<file path="config.mk">
export PLATFORM = sky130hd
export DESIGN_NAME = mem_bus_arbiter
export DESIGN_NICKNAME = d
export VERILOG_FILES = /design/src/rtl/mem_bus_arbiter_pkg.sv /design/src/rtl/mem_bus_arbiter_arb_prio_starve.sv /design/src/rtl/mem_bus_arbiter.sv
export SDC_FILE = /design/constraint.sdc
export NUM_CORES = 1
export LEC_CHECK = 0
export BUFFER_PORTS_ARGS = -buffer_cell sky130_fd_sc_hd__buf_2
export CORE_MARGIN = 1
export CORE_UTILIZATION = 29
export CTS_BUF_LIST = sky130_fd_sc_hd__clkbuf_4
export DETAILED_ROUTE_END_ITERATION = 6
export SYNTH_ARGS = -nofsm -noshare
export SYNTH_HDL_FRONTEND = slang
export SYNTH_SLANG_ARGS = --single-unit
</file>
<file path="constraint.sdc">
create_clock -name clk -period 5.1 [get_ports clk]
set_input_delay 0.51 -clock clk [delete_from_list [all_inputs] [get_ports clk]]
set_output_delay 0.51 -clock clk [all_outputs]
set_load 0.02 [all_outputs]
</file>
<file path="src/rtl/mem_bus_arbiter_pkg.sv">
// Shared types for the memory bus arbiter: FSM state encoding and requester IDs.
package mem_bus_arbiter_pkg;

  typedef enum logic [1:0] {
    ST_IDLE   = 2'd0,
    ST_BUSY_I = 2'd1,
    ST_BUSY_D = 2'd2
  } state_e;

  typedef enum logic {
    REQ_I = 1'b0,
    REQ_D = 1'b1
  } req_id_e;

endpackage

</file>
<file path="src/rtl/mem_bus_arbiter_arb_prio_starve.sv">
// Two-input picker: load/store wins unless fetch has been passed over STARVE_MAX
// times in a row, tracked by a saturating counter updated on every grant.
module arb_prio_starve
  import mem_bus_arbiter_pkg::*;
#(
  parameter int STARVE_MAX = 4
) (
  input  logic    clk,
  input  logic    rst,
  input  logic    eval_i,
  input  logic    if_req_i,
  input  logic    ls_req_i,
  output logic    gnt_valid_o,
  output req_id_e gnt_id_o
);

  localparam logic [3:0] CNT_MAX = 4'(STARVE_MAX);

  logic [3:0] cnt_q;
  logic [3:0] cnt_d;
  logic       starve_sat_s;

  // Priority pick and next starve count.
  always_comb begin
    starve_sat_s = (cnt_q == CNT_MAX);
    gnt_valid_o  = eval_i && (if_req_i || ls_req_i);
    if (ls_req_i && !(if_req_i && starve_sat_s)) begin
      gnt_id_o = REQ_D;
    end else begin
      gnt_id_o = REQ_I;
    end
    cnt_d = cnt_q;
    if (gnt_valid_o) begin
      if ((gnt_id_o == REQ_D) && if_req_i) begin
        cnt_d = starve_sat_s ? cnt_q : (cnt_q + 4'd1);
      end else begin
        cnt_d = 4'd0;
      end
    end else begin
      cnt_d = cnt_q;
    end
  end

  // Starve counter register.
  always_ff @(posedge clk or posedge rst) begin
    if (rst) begin
      cnt_q <= 4'd0;
    end else begin
      cnt_q <= cnt_d;
    end
  end

endmodule

</file>
<file path="src/rtl/mem_bus_arbiter.sv">
// Shares one memory port between fetch (I) and load/store (D); one transaction
// outstanding, registered bus outputs, 1-cycle acks after mem_ready.
module mem_bus_arbiter
  import mem_bus_arbiter_pkg::*;
#(
  parameter int ADDR_W     = 32,
  parameter int DATA_W     = 32,
  parameter int STARVE_MAX = 4
) (
  input  logic              clk,
  input  logic              rst,
  input  logic              if_req,
  input  logic [ADDR_W-1:0] if_addr,
  output logic              if_ack,
  output logic [DATA_W-1:0] if_rdata,
  input  logic              ls_req,
  input  logic              ls_we,
  input  logic [ADDR_W-1:0] ls_addr,
  input  logic [DATA_W-1:0] ls_wdata,
  output logic              ls_ack,
  output logic [DATA_W-1:0] ls_rdata,
  output logic              mem_req,
  output logic              mem_we,
  output logic [ADDR_W-1:0] mem_addr,
  output logic [DATA_W-1:0] mem_wdata,
  input  logic              mem_ready,
  input  logic [DATA_W-1:0] mem_rdata
);

  state_e            state_q;
  logic              mem_req_q;
  logic              mem_we_q;
  logic [ADDR_W-1:0] mem_addr_q;
  logic [DATA_W-1:0] mem_wdata_q;
  logic              if_ack_q;
  logic              ls_ack_q;
  logic [DATA_W-1:0] if_rdata_q;
  logic [DATA_W-1:0] ls_rdata_q;

  logic              eval_s;
  logic              eff_if_s;
  logic              eff_ls_s;
  logic              gnt_valid_s;
  req_id_e           gnt_id_s;
  state_e            gnt_state_d;
  logic              gnt_we_d;
  logic [ADDR_W-1:0] gnt_addr_d;
  logic [DATA_W-1:0] gnt_wdata_d;

  // Grants are evaluated in IDLE or a completing cycle; the finishing
  // requester still holds req then, so its request is masked.
  always_comb begin
    eval_s   = (state_q == ST_IDLE) || ((state_q != ST_IDLE) && mem_ready);
    eff_if_s = if_req && (state_q != ST_BUSY_I);
    eff_ls_s = ls_req && (state_q != ST_BUSY_D);
  end

  arb_prio_starve #(
    .STARVE_MAX(STARVE_MAX)
  ) u_arb (
    .clk        (clk),
    .rst        (rst),
    .eval_i     (eval_s),
    .if_req_i   (eff_if_s),
    .ls_req_i   (eff_ls_s),
    .gnt_valid_o(gnt_valid_s),
    .gnt_id_o   (gnt_id_s)
  );

  // Bus payload of the winning requester.
  always_comb begin
    if (gnt_id_s == REQ_D) begin
      gnt_state_d = ST_BUSY_D;
      gnt_we_d    = ls_we;
      gnt_addr_d  = ls_addr;
      gnt_wdata_d = ls_wdata;
    end else begin
      gnt_state_d = ST_BUSY_I;
      gnt_we_d    = 1'b0;
      gnt_addr_d  = if_addr;
      gnt_wdata_d = {DATA_W{1'b0}};
    end
  end

  // Arbiter FSM with registered bus, ack and read-data outputs.
  always_ff @(posedge clk or posedge rst) begin
    if (rst) begin
      state_q     <= ST_IDLE;
      mem_req_q   <= 1'b0;
      mem_we_q    <= 1'b0;
      mem_addr_q  <= {ADDR_W{1'b0}};
      mem_wdata_q <= {DATA_W{1'b0}};
      if_ack_q    <= 1'b0;
      ls_ack_q    <= 1'b0;
      if_rdata_q  <= {DATA_W{1'b0}};
      ls_rdata_q  <= {DATA_W{1'b0}};
    end else begin
      if_ack_q <= 1'b0;
      ls_ack_q <= 1'b0;
      case (state_q)
        ST_IDLE: begin
          if (gnt_valid_s) begin
            state_q     <= gnt_state_d;
            mem_req_q   <= 1'b1;
            mem_we_q    <= gnt_we_d;
            mem_addr_q  <= gnt_addr_d;
            mem_wdata_q <= gnt_wdata_d;
          end
        end
        ST_BUSY_I, ST_BUSY_D: begin
          if (mem_ready) begin
            if (state_q == ST_BUSY_I) begin
              if_ack_q   <= 1'b1;
              if_rdata_q <= mem_rdata;
            end else begin
              ls_ack_q <= 1'b1;
              if (!mem_we_q) begin
                ls_rdata_q <= mem_rdata;
              end
            end
            if (gnt_valid_s) begin
              state_q     <= gnt_state_d;
              mem_req_q   <= 1'b1;
              mem_we_q    <= gnt_we_d;
              mem_addr_q  <= gnt_addr_d;
              mem_wdata_q <= gnt_wdata_d;
            end else begin
              state_q   <= ST_IDLE;
              mem_req_q <= 1'b0;
            end
          end
        end
        default: begin
          state_q   <= ST_IDLE;
          mem_req_q <= 1'b0;
        end
      endcase
    end
  end

  assign mem_req   = mem_req_q;
  assign mem_we    = mem_we_q;
  assign mem_addr  = mem_addr_q;
  assign mem_wdata = mem_wdata_q;
  assign if_ack    = if_ack_q;
  assign ls_ack    = ls_ack_q;
  assign if_rdata  = if_rdata_q;
  assign ls_rdata  = ls_rdata_q;

endmodule

</file>
==> impl_results.rst, run 1 <==
.. list-table::
   :header-rows: 1

   * - Metric
     - Value
   * - F_max
     - between 300 and 400 MHz
   * - Max Fanout on Critical Path
     - 33
   * - Number of levels in the clock H-tree
     - 4
   * - Capturing element type of the critical path
     - flip-flop
   * - Resized Gates After CTS
     - 0
   * - Clock Latency Late Sink
     - 0.53 ns
   * - Post-route core utilization
     - 0.404
   * - Most used flip-flop cell after synthesis
     - sky130_fd_sc_hd__dfrtp_1
   * - Post-Synthesis Mean Instance Area
     - 12.4 um^2
   * - Post-Place Cell Area
     - around 7000 um^2
   * - Worst Tran Pin Value
     - about 1.1 ns
   * - Number of buffers on the longest clock path
     - 2
   * - Net count of the finished layout
     - 847
   * - Final HPWL DP
     - 9650 um
   * - EDFF count, synth
     - 0
   * - Fraction of the mapped netlist area in compound gates
     - 0.116
   * - Master cell of the clock root buffer
     - sky130_fd_sc_hd__clkbuf_4
   * - Max-slew violation count
     - 0
   * - Total track usage
     - 0.148
   * - Die H
     - 140 um
   * - Ratio of routed vias to standard cells
     - 4.57
   * - Main combinational cell family by area after synthesis
     - multiplexers
   * - Worst setup skew after layout
     - 0.0262 ns
   * - TritonCTS clock tree
     - done
   * - Placed Cells incl. Taps
     - 917
   * - Final-layout fill cell count
     - 1,778
   * - Critical path data required time
     - 5.57 ns
   * - Total power
     - around 0.0049 W
   * - Proportion of synthesized area in mux cells
     - 0.131
   * - Power dissipated by switching net loads
     - 0.00212 W
   * - Reg2reg path depth
     - 6
   * - Die area
     - approximately 20,000 um^2
   * - Storage cell area
     - 3450 um^2
   * - Share of post-route cells with drive strength above 1
     - 0.519
   * - Antenna-violating nets left
     - 0
   * - Final period util
     - 0.497
   * - Number of standard cells in the final layout excluding fillers
     - 950
   * - Mapped Nets
     - 582
   * - Post-synthesis sequential element count
     - 138
   * - Leading post-synthesis cells by cell area
     - sky130_fd_sc_hd__dfrtp_1, sky130_fd_sc_hd__mux2_2, sky130_fd_sc_hd__a22o_1
   * - Layout-stage area growth over the synthesis result
     - 34.3%
   * - FP Rows
     - 49
   * - Remaining global-route overflow
     - 0
   * - Worst endpoint data arrival time
     - 3.00 ns
   * - Remaining max-slew budget at the tightest pin
     - 0.235
   * - Wire length of the first global-routing pass
     - 22,400 um
   * - Clock-pin slew on the worst setup and hold paths
     - ~0.13 ns
   * - Total number of vias
     - 4,346
   * - Proportion of netlist area held by the largest area contributor
     - 0.628
   * - Cts-stage hold buffer count
     - 0
   * - Count of buffers added by post-CTS timing repair for setup
     - 0
   * - Failing checks
     - design-rule violations
   * - Detailed-route wire length per cell
     - roughly 15 um
   * - Number of hold-slack violations in the final timing report
     - 0
   * - Synth warn
     - 0
   * - Internal power contribution
     - 0.00282 W
   * - Sequential share of power
     - 0.377
   * - Weighted congestion at the end of routability-driven global placement
     - 0.822
   * - Worst reg2reg path endpoint
     - mem_wdata[22]
   * - Number of iterations in the first detailed-routing pass
     - 7
   * - Number of I/O pins
     - 266
   * - Result of the run
     - complete, but fails checks
   * - Summed area of non-filler cells in the final layout
     - 7380 um^2
   * - Number of endpoints failing setup at the final stage
     - 0
   * - Width of the die
     - approximately 140 um
   * - Cell taking the most area after synthesis
     - sky130_fd_sc_hd__dfrtp_1
   * - Total area of multi-input combinational cells
     - ~1900 um^2
   * - Number of unique standard cell types used by synthesis
     - 31
   * - Via count of the first global-routing pass
     - 4,332
   * - Routed Wire Length
     - 13,900 um
   * - Total power density per cell area
     - 669 nW/um^2
   * - Initial core utilization
     - 0.301
   * - XOR/XNOR Fraction of Synth Area
     - 0
   * - Number of violations reported at the end of detailed-routing iteration 0
     - 148
   * - Path type of the worst setup path
     - reg -> reg
   * - Max cap viols
     - 0
   * - Combinational group share of total power
     - 0.468
   * - Standby leakage power
     - about 3.7 nW
   * - Number of antenna violations at the first check in global routing
     - 1
   * - Async set or reset register ratio after synthesis
     - 1.00
   * - Share of total power consumed by net switching
     - 0.429
   * - RSZ-0062 raised after global routing
     - no
   * - Share of synthesized area occupied by flip-flops and latches
     - 0.628
   * - Worst min path class
     - in -> async
   * - Adder-Cell Fraction of Synth Area
     - 0.0137
   * - Post-synthesis instance area
     - between 5000 and 6000 um^2
   * - Critical Path Source Type
     - flip-flop
   * - Setup TNS Final
     - 0 ns
   * - Worst-case register-to-register setup slack
     - 2.57 ns
   * - Area of the core
     - roughly 18,000 um^2
   * - Port Buffers
     - 265
   * - Final critical-path required period
     - 2.53 ns
   * - Critical R2R Launch
     - state_q[0]
   * - Area share of and/or/nand/nor cells after synthesis
     - 0.0851
   * - Pin count of the biggest net entering global routing
     - between 100 and 150
   * - Clock share of power
     - 0.155
   * - Sinks on Clock Net
     - 138
   * - Total CTS buffers
     - 17
   * - DRC violation count after routing
     - 1
   * - Worst IR drop on VDD
     - approximately 0.24 mV
   * - Gate count of the mapped netlist
     - 442
-- cell type report --
class / instances / area share
diodes: 1 / 0.000339
clock buffers: 17 / 0.0173
clock inverters: 15 / 0.0244
inverters: 8 / 0.00474
multi-input cells: 270 / 0.260
flip-flops and latches: 138 / 0.468
well taps: 229 / 0.0388
repair buffers: 272 / 0.187
-- logic make-up after synthesis --
group / count (synthesis)
DFF: 138
and+or+nand+nor: 117
AOI/OAI and AO/OA: 83
muxes: 64
buffers and inverters: 34
adders and majority gates: 6
-- cells in the mapped netlist, drive strengths merged (3+ instances only) --
cell type  number
buf            13
nor2           34
clkbuf         13
inv             8
a21oi           3
dfrtp         138
a22o           35
o21ai           3
nand2          71
a31oi          32
mux2           64
nand2b          3
ha              6
-- critical path, cell delays in order (launching register included) --
cell	delay, ns
sky130_fd_sc_hd__dfrtp_1	0.43
sky130_fd_sc_hd__inv_1	0.09
sky130_fd_sc_hd__ha_1	0.15
sky130_fd_sc_hd__and2b_1	0.23
sky130_fd_sc_hd__o22ai_1	0.34
sky130_fd_sc_hd__or3_1	0.94
sky130_fd_sc_hd__a22o_1	0.28
-- metal layers --
| layer | routed length (um) | up-vias | GRT usage |
|---|---|---|---|
| li1 | - | 2091 | - |
| met1 | 6200 | 2056 | 0.179 |
| met2 | 6640 | 177 | 0.248 |
| met3 | 801 | 22 | 0.0440 |
| met4 | 249 | 0 | 0.0544 |
| met5 | 0 | - | 0 |
-- flip-flops by register name (all words and copies together), names as in the netlist --
name,count
if_ack,1
if_rdata,32
ls_ack,1
ls_rdata,32
mem_addr,32
mem_req,1
mem_wdata,32
mem_we,1
state_q,2
u_arb.cnt_q,4
-- cell usage in the layout (no fill, tap or decap), types with 3 or more instances in the layout --
cell type and n:
sky130_fd_sc_hd__a21oi_1 3, sky130_fd_sc_hd__mux2_2 64, sky130_fd_sc_hd__buf_4 7, sky130_fd_sc_hd__clkbuf_4 17, sky130_fd_sc_hd__nor2_1 34, sky130_fd_sc_hd__a22o_1 35
sky130_fd_sc_hd__inv_1 7, sky130_fd_sc_hd__nand2b_1 3, sky130_fd_sc_hd__ha_1 6, sky130_fd_sc_hd__inv_6 8, sky130_fd_sc_hd__nand2_1 71, sky130_fd_sc_hd__a31oi_1 32
sky130_fd_sc_hd__buf_2 265, sky130_fd_sc_hd__clkinvlp_4 3, sky130_fd_sc_hd__dfrtp_1 138
-- through the flow --
stage          hold WS, ns  setup WS, ns
5_1_grt              0.104          2.29
3_3_place_gp         0.480          2.62
4_1_cts              0.106          2.52
2_1_floorplan        0.480         0.894
6_report             0.133          2.57
3_5_place_dp         0.486          2.52
-- power by group through the flow --
stage	Combinational, W	Clock, W	Sequential, W
2_1_floorplan	0.000918	0	0.00251
3_3_place_gp	0.00233	0	0.00188
3_5_place_dp	0.00235	0	0.00189
4_1_cts	0.00235	0.000811	0.00187
5_1_grt	0.00250	0.000852	0.00194
6_report	0.00231	0.000765	0.00187
-- worst max-delay path by stage --
stage | endpoint | cells past startpoint | from | slack (ns)
5_1_grt | mem_wdata[29] | 6 | state_q[0] | 2.29
3_3_place_gp | mem_wdata[26] | 6 | state_q[0] | 2.62
3_5_place_dp | mem_wdata[22] | 6 | state_q[0] | 2.52
6_report | mem_wdata[22] | 6 | state_q[0] | 2.57
2_1_floorplan | if_ack | 1 | rst | 0.89
4_1_cts | mem_wdata[22] | 6 | state_q[0] | 2.52
Note: power is estimated with default switching activity, not from simulation.
==> inputs of run 2 (changes only) <==
--- a/config.mk
+++ b/config.mk
@@ -5,6 +5,7 @@
 export SDC_FILE = /design/constraint.sdc
 export NUM_CORES = 1
 export LEC_CHECK = 0
+export ABC_AREA = 1
 export BUFFER_PORTS_ARGS = -buffer_cell sky130_fd_sc_hd__buf_2
 export CORE_MARGIN = 1
 export CORE_UTILIZATION = 29
==> constraint.sdc (replaced) <==
create_clock -name clk -period 2.5 [get_ports clk]
set_input_delay 0.25 -clock clk [delete_from_list [all_inputs] [get_ports clk]]
set_output_delay 0.25 -clock clk [all_outputs]
set_load 0.02 [all_outputs]
==> impl_results.rst, run 2 <==
.. list-table::
   :header-rows: 1

   * - Metric
     - Value
   * - Ratio of routed vias to standard cells
     - 4.32 (-5.5%)
   * - Number of endpoints failing setup at the final stage
     - 0 (unchanged)
   * - Critical R2R Launch
     - state_q[1]
   * - Final HPWL DP
     - 11,600 um (+21%)
   * - Leading cell type by number of instances after synthesis
     - sky130_fd_sc_hd__nand2_1
   * - Highest signal layer in the routed design
     - met4
   * - Total CTS buffers
     - 17 (unchanged)
   * - Total track usage
     - 0.168 (+0.0203)
   * - TritonCTS clock tree
     - done
   * - Die area
     - 22,100 um^2 (+13%)
   * - Number of I/O pins
     - 266 (unchanged)
   * - Leading cell type in the layout, fill and taps excluded
     - sky130_fd_sc_hd__buf_2
   * - Number of violations reported at the end of detailed-routing iteration 0
     - 272 (+84%)
   * - Net count of the finished layout
     - 1,238 (+46%)
   * - Number of antenna violations at the first check in global routing
     - 1 (unchanged)
   * - Number of hold-slack violations in the final timing report
     - 0 (unchanged)
   * - Number of iterations in the first detailed-routing pass
     - 5 (-2)
   * - Leading post-synthesis cells by cell area
     - sky130_fd_sc_hd__dfrtp_1, sky130_fd_sc_hd__nand2_1, sky130_fd_sc_hd__nand3_1
   * - Worst Tran Pin Value
     - 0.794 ns (-0.354 ns)
   * - Gate count of the mapped netlist
     - 731 (+65%)
   * - Worst IR drop on VDD
     - 0.509 mV (+110%)
   * - Detailed-route wire length per cell
     - 13.0 um (-11%)
   * - Remaining max-slew budget at the tightest pin
     - 0.471 (+0.236)
   * - Total power density per cell area
     - 1120 nW/um^2 (+67%)
   * - Post-synthesis sequential element count
     - 138 (unchanged)
   * - Port Buffers
     - 265 (unchanged)
   * - Worst min path class
     - in -> reg
   * - Number of levels in the clock H-tree
     - 4 (unchanged)
   * - Fraction of the mapped netlist area in compound gates
     - 0.0827 (-0.0336)
   * - Critical Path Source Type
     - flip-flop
   * - Pin count of the biggest net entering global routing
     - 139 (+38%)
   * - Number of unique standard cell types used by synthesis
     - 23 (-26%)
   * - Total power
     - 0.0103 W (+110%)
   * - Path type of the worst setup path
     - reg -> reg
   * - EDFF count, synth
     - 0 (unchanged)
   * - Share of post-route cells with drive strength above 1
     - 0.298 (-0.221)
   * - FP Rows
     - 53 (+8.2%)
   * - Reg2reg path depth
     - 9 (+3)
   * - Async set or reset register ratio after synthesis
     - 1.00 (unchanged)
   * - Post-synthesis instance area
     - 6230 um^2 (+13%)
   * - Share of synthesized area occupied by flip-flops and latches
     - 0.554 (-0.0742)
   * - Area of the core
     - 21,000 um^2 (+15%)
   * - Proportion of netlist area held by the largest area contributor
     - 0.554 (-0.0742)
   * - Standby leakage power
     - 5.13 nW (+38%)
   * - Wire length of the first global-routing pass
     - 29,500 um (+32%)
   * - Worst endpoint data arrival time
     - 2.77 ns (-0.23 ns)
   * - Met3 wire len
     - 1310 um (+64%)
   * - Critical Path Sink
     - mem_addr[28]
   * - Clock Latency Late Sink
     - 0.52 ns (about the same)
   * - Weighted congestion at the end of routability-driven global placement
     - 0.780 (-5.1%)
   * - Routed Wire Length
     - 18,000 um (+30%)
   * - Main combinational cell family by area after synthesis
     - simple AND/OR/NAND/NOR gates
   * - Max cap viols
     - 0 (unchanged)
   * - Leading cell types in the layout, fill and taps excluded
     - sky130_fd_sc_hd__buf_2, sky130_fd_sc_hd__nand2_1, sky130_fd_sc_hd__dfrtp_1
   * - Width of the die
     - 149 um (+6.4%)
   * - Final critical-path required period
     - 2.34 ns (-0.192 ns)
   * - Detailed-route wire length on metal 1
     - 7860 um (+27%)
   * - Layout-stage area growth over the synthesis result
     - 48.3%
   * - Remaining global-route overflow
     - 0 (unchanged)
   * - Sinks on Clock Net
     - 138 (unchanged)
   * - DRC violation count after routing
     - 0 (-1)
   * - Antenna-violating nets left
     - 0 (unchanged)
   * - RSZ-0062 raised after global routing
     - no
   * - Cell taking the most area after synthesis
     - sky130_fd_sc_hd__dfrtp_1
   * - Setup TNS Final
     - 0 ns (unchanged)
   * - Master cell of the clock root buffer
     - sky130_fd_sc_hd__clkbuf_4
   * - Final period util
     - 0.936 (+0.440)
   * - Worst setup skew after layout
     - 0.0267 ns (+0.000417 ns)
   * - Result of the run
     - completed
   * - Initial core utilization
     - 0.296 (-0.00438)
   * - Mapped Nets
     - 871 (+50%)
   * - Commonest cells in the netlist
     - sky130_fd_sc_hd__nand2_1, sky130_fd_sc_hd__dfrtp_1, sky130_fd_sc_hd__inv_1
   * - Worst-case register-to-register setup slack
     - 0.16 ns (-2.41 ns)
   * - Max-slew violation count
     - 0 (unchanged)
   * - Worst reg2reg path endpoint
     - mem_addr[28]
   * - Capturing element type of the critical path
     - flip-flop
   * - Clock-pin slew on the worst setup and hold paths
     - 0.14 ns (about the same)
   * - Met2 WL post-DR
     - 8510 um (+28%)
   * - Die H
     - 149 um (+6.4%)
   * - Critical path data required time
     - 2.93 ns (-2.64 ns)
   * - Adder-Cell Fraction of Synth Area
     - 0.0120 (-0.00161)
   * - Via count of the first global-routing pass
     - 6,001 (+39%)
   * - Total number of vias
     - 5,994 (+38%)
   * - Synth warn
     - 0 (unchanged)
   * - XOR/XNOR Fraction of Synth Area
     - 0.00281 (+0.00281)
   * - Number of buffers on the longest clock path
     - 2 (unchanged)
   * - F_max
     - 427 MHz (+8.2%)
   * - Post-Synthesis Mean Instance Area
     - 8.53 um^2 (-31%)
   * - Launching element of the worst setup path
     - state_q[1]
   * - Count of buffers added by post-CTS timing repair for setup
     - 0 (unchanged)
   * - Max Fanout on Critical Path
     - 65 (+97%)
   * - Area share of and/or/nand/nor cells after synthesis
     - 0.233 (+0.148)
   * - Most used flip-flop cell after synthesis
     - sky130_fd_sc_hd__dfrtp_1
   * - Proportion of synthesized area in mux cells
     - 0 (-0.131)
## run 2: changes by cell type after synthesis, sizes merged, moves of 22 or more
cell,before,now
inv,8,114
buf,13,35
nand2,71,211
a31oi,32,0
nor2,34,5
nand3,2,106
o21ai,3,103
a22o,35,0
mux2,64,0
## run 2: final cells by class
type	instances	area, um^2
clock inverter	14	196
antenna	1	2.50
multi-input combinational	435	2070
sequential	138	3450
inverter	115	435
fill	2082	11800
tap	275	344
clock buffer	17	128
timing repair buffer	391	2610
## run 2: metal layers
layer	global-route usage	up-vias
met5	0	-
met4	0.0593	0
met3	0.0485	27
met2	0.273	240
met1	0.212	2719
li1	-	3008
## run 2: where the power goes
group / internal (W) / total [W] / switching [W]
Clock: 0.000798 / 0.00167 / 0.000868
Sequential: 0.00324 / 0.00378 / 0.000545
Combinational: 0.00168 / 0.00486 / 0.00318
## run 2: what timing repair did
action,CTS,global route
hold endpoints to repair,265,1
setup endpoints to repair,0,6
gates resized for setup,0,2
hold buffers,114,1
## run 2: per-stage QoR
stage	instances	utilization	hold WS, ns	area (um^2)	setup slack (ns)
finish	1386	0.440	0.0748	9240	0.159
detailed placement	1239	0.369	0.460	7750	0.461
global placement	1239	0.369	0.458	7750	0.523
floorplan	731	-	0.397	6240	0.529
CTS	1384	0.439	0.0000586	9220	0.0315
global route	1386	0.440	0.0207	9240	0.00149
## run 2: cell families (layout without fill, tap and decap cells)
logic type,Yosys count,count (layout)
DFF,138,138
buffers and inverters,158,537
xor gates and xnor gates,2,2
adders and majority gates,6,6
AOI/OAI and AO/OA,103,103
and+or+nand+nor,324,324
other,0,1
## run 2: worst min path at each step
| stage | start | endpoint | cells after the start |
|---|---|---|---|
| 3_5_place_dp | mem_addr[25] | mem_addr[25] | 2 |
| 5_1_grt | ls_addr[13] | mem_addr[13] | 5 |
| 6_report | ls_addr[0] | mem_addr[0] | 5 |
| 2_1_floorplan | mem_rdata[10] | ls_rdata[10] | 2 |
| 4_1_cts | ls_addr[23] | mem_addr[23] | 5 |
| 3_3_place_gp | mem_addr[10] | mem_addr[10] | 2 |
## run 2: worst max-delay path: stages, from the launching register on
cell	delay, ns
sky130_fd_sc_hd__dfrtp_1	0.43
sky130_fd_sc_hd__inv_1	0.09
sky130_fd_sc_hd__ha_1	0.25
sky130_fd_sc_hd__nor2_1	0.10
sky130_fd_sc_hd__nand3_2	0.10
sky130_fd_sc_hd__buf_6	0.41
sky130_fd_sc_hd__nand3_2	0.10
sky130_fd_sc_hd__nand3_1	0.12
sky130_fd_sc_hd__dlygate4sd3_1	0.56
sky130_fd_sc_hd__nand2_1	0.05
==> inputs of run 3 (changes only) <==
--- a/config.mk
+++ b/config.mk
@@ -5,7 +5,6 @@
 export SDC_FILE = /design/constraint.sdc
 export NUM_CORES = 1
 export LEC_CHECK = 0
-export ABC_AREA = 1
 export BUFFER_PORTS_ARGS = -buffer_cell sky130_fd_sc_hd__buf_2
 export CORE_MARGIN = 1
 export CORE_UTILIZATION = 29
==> constraint.sdc (replaced) <==
create_clock -name clk -period 2.5 [get_ports clk]
set_input_delay 0.125 -clock clk [delete_from_list [all_inputs] [get_ports clk]]
set_output_delay 0.125 -clock clk [all_outputs]
set_load 0.02 [all_outputs]
==> impl_results.rst, run 3 (same netlist as run 1, synthesis figures left out) <==
.. list-table::
   :header-rows: 1

   * - Metric
     - Value
   * - Remaining max-slew budget at the tightest pin
     - 0.676 (+0.205)
   * - Hold_ws
     - 0.0894 ns (+0.0145 ns)
   * - Setup TNS Final
     - 0 ns (unchanged)
   * - Leading cell types in the layout, fill and taps excluded
     - sky130_fd_sc_hd__buf_2, sky130_fd_sc_hd__dfrtp_1, sky130_fd_sc_hd__dlygate4sd3_1
   * - F_max
     - 469 MHz (+9.7%)
   * - Worst endpoint data arrival time
     - 2.58 ns (-0.19 ns)
   * - Fin worst setup slack
     - 0.366 ns (+0.207 ns)
   * - Result of the run
     - completed
   * - Critical R2R Launch
     - state_q[1]
   * - Storage cell area
     - 3450 um^2 (unchanged)
   * - Total power density per cell area
     - 1160 nW/um^2 (+4.1%)
   * - Weighted congestion at the end of routability-driven global placement
     - 0.755 (-3.1%)
   * - Internal power contribution
     - 0.00580 W (+1.5%)
   * - Path type of the worst setup path
     - reg -> reg
   * - Width of the die
     - 140 um (-6.0%)
   * - Via count of the first global-routing pass
     - 5,053 (-16%)
   * - Total track usage
     - 0.168 (+0.000470)
   * - Initial core utilization
     - 0.301 (+0.00438)
   * - FP Rows
     - 49 (-7.5%)
   * - Pin count of the biggest net entering global routing
     - 78 (-44%)
   * - Power dissipated by switching net loads
     - 0.00428 W (-6.9%)
   * - Max Fanout on Critical Path
     - 64 (-1.5%)
   * - Clock Latency Late Sink
     - 0.52 ns (about the same)
   * - Share of total power consumed by net switching
     - 0.424 (-0.0213)
   * - Capturing element type of the critical path
     - flip-flop
   * - Worst reg2reg path endpoint
     - mem_addr[26]
   * - DRC violation count after routing
     - 0 (unchanged)
   * - Critical path data required time
     - 2.95 ns (+0.02 ns)
   * - Worst Tran Pin Value
     - 0.485 ns (-0.308 ns)
   * - Number of endpoints failing setup at the final stage
     - 0 (unchanged)
   * - Number of hold-slack violations in the final timing report
     - 0 (unchanged)
   * - Wire length of the first global-routing pass
     - 25,600 um (-13%)
   * - Summed area of non-filler cells in the final layout
     - 8680 um^2 (-6.0%)
   * - RSZ-0062 raised after global routing
     - no
   * - Master cell of the clock root buffer
     - sky130_fd_sc_hd__clkbuf_4
   * - Final period util
     - 0.854 (-0.0827)
   * - Placement-stage worst setup slack
     - 0.392 ns (-0.0692 ns)
   * - Number of violations reported at the end of detailed-routing iteration 0
     - 139 (-49%)
   * - Post-Place Cell Area
     - 7130 um^2 (-8.0%)
   * - Max-slew violation count
     - 0 (unchanged)
   * - Reg2reg path depth
     - 7 (-2)
   * - Combinational group share of total power
     - 0.493 (+0.022)
   * - Layout-stage area growth over the synthesis result
     - 58.0%
   * - Number of antenna violations at the first check in global routing
     - 1 (unchanged)
   * - Max cap viols
     - 0 (unchanged)
   * - Number of buffers on the longest clock path
     - 2 (unchanged)
   * - Worst min path class
     - in -> async
   * - Area of the core
     - 18,300 um^2 (-13%)
   * - Critical Path Source Type
     - flip-flop
   * - Ratio of routed vias to standard cells
     - 4.51 (+4.4%)
   * - Sequential share of power
     - 0.378 (+0.011)
   * - Standby leakage power
     - 4.25 nW (-17%)
   * - Worst setup skew after layout
     - 0.0153 ns (-0.0114 ns)
   * - Leading cell type in the layout, fill and taps excluded
     - sky130_fd_sc_hd__buf_2
   * - TritonCTS clock tree
     - done
   * - Routed Wire Length
     - 15,800 um (-12%)
   * - Worst IR drop on VDD
     - 0.403 mV (-21%)
   * - Port Buffers
     - 265 (unchanged)
   * - Final HPWL DP
     - 9600 um (-18%)
   * - Worst-case register-to-register setup slack
     - 0.37 ns (+0.21 ns)
   * - Clock share of power
     - 0.129 (-0.033)
   * - Remaining global-route overflow
     - 0 (unchanged)
   * - Clock-pin slew on the worst setup and hold paths
     - 0.12 ns (-0.02 ns)
   * - Number of I/O pins
     - 266 (unchanged)
   * - Antenna-violating nets left
     - 0 (unchanged)
   * - Share of post-route cells with drive strength above 1
     - 0.438 (+0.140)
   * - Detailed-route wire length per cell
     - 14.6 um (+12%)
   * - Final-layout fill cell count
     - 1,650 (-21%)
   * - Total number of vias
     - 4,884 (-19%)
   * - Total CTS buffers
     - 17 (unchanged)
   * - Total area of multi-input combinational cells
     - 1920 um^2 (-7.1%)
   * - Number of levels in the clock H-tree
     - 4 (unchanged)
   * - Number of iterations in the first detailed-routing pass
     - 4 (-1)
   * - Die H
     - 140 um (-6.0%)
   * - Post-route core utilization
     - 0.475 (+0.0357)
   * - Net count of the finished layout
     - 981 (-21%)
   * - Die area
     - 19,500 um^2 (-12%)
   * - Final critical-path required period
     - 2.13 ns (-0.207 ns)
   * - Sinks on Clock Net
     - 138 (unchanged)
==> run 3: cell types whose count changed in the layout (fill, tap and decap cells not counted), moves of 35 or more <==
cell / previous run / this run
sky130_fd_sc_hd__a22o_1: 0 / 35
sky130_fd_sc_hd__nand2_1: 206 / 71
sky130_fd_sc_hd__inv_1: 109 / 7
sky130_fd_sc_hd__mux2_2: 0 / 64
sky130_fd_sc_hd__o21ai_0: 72 / 2
sky130_fd_sc_hd__nand3_1: 95 / 2
==> run 3: critical path: stages, from the launching register on <==
cell and delay [ns]:
sky130_fd_sc_hd__dfrtp_1 0.41, sky130_fd_sc_hd__inv_1 0.07, sky130_fd_sc_hd__ha_1 0.24, sky130_fd_sc_hd__nand2b_1 0.30, sky130_fd_sc_hd__a2111oi_4 0.45, sky130_fd_sc_hd__buf_12 0.28, sky130_fd_sc_hd__nor2_1 0.07, sky130_fd_sc_hd__a31oi_1 0.18
==> run 3: final cells by class <==
type,instances,share of cell area
Antenna cell,1,0.000288
Clock buffer,18,0.0156
Clock inverter,12,0.0118
Inverter,8,0.00389
Multi-Input combinational cell,270,0.221
Sequential cell,138,0.398
Tap cell,229,0.0330
Timing Repair Buffer,406,0.317
==> run 3: per-stage QoR <==
step,instances,total power [W]
floorplan,442,0.00699
global placement,920,0.00863
detailed placement,920,0.00869
CTS,1081,0.0102
global route,1082,0.0108
finish,1082,0.0101
==> run 3: power by group through the flow <==
stage               registers [W]  clock network, W  logic, W
floorplan                 0.00512                 0   0.00187
global placement          0.00383                 0   0.00480
detailed placement        0.00384                 0   0.00485
CTS                       0.00381           0.00138   0.00500
global route              0.00394           0.00147   0.00535
finish                    0.00381           0.00130   0.00497
==> run 3: repair_timing <==
| item | in CTS | in global routing |
|---|---|---|
| setup buffers | 0 | 0 |
| hold endpoints to repair | 269 | 0 |
| gates resized for setup | 0 | 0 |
| hold buffers | 131 | 0 |
==> run 3: worst max-delay path by stage <==
stage                     to  depth (start not counted)        from  slack (ns)
6_report        mem_addr[26]                          7  state_q[1]        0.37
5_1_grt         mem_addr[26]                          7  state_q[1]        0.15
4_1_cts         mem_addr[26]                          7  state_q[1]        0.37
3_5_place_dp    mem_addr[27]                          7  state_q[1]        0.39
3_3_place_gp   mem_wdata[29]                          7  state_q[0]        0.43
2_1_floorplan   mem_wdata[0]                          8  state_q[0]        0.48
==> run 3: routing by layer <==
layer / wire [um] / vias to the layer above / track usage
li1: - / 2356 / -
met1: 6600 / 2309 / 0.192
met2: 7910 / 190 / 0.296
met3: 888 / 29 / 0.0420
met4: 408 / 0 / 0.0792
met5: 0 / - / 0
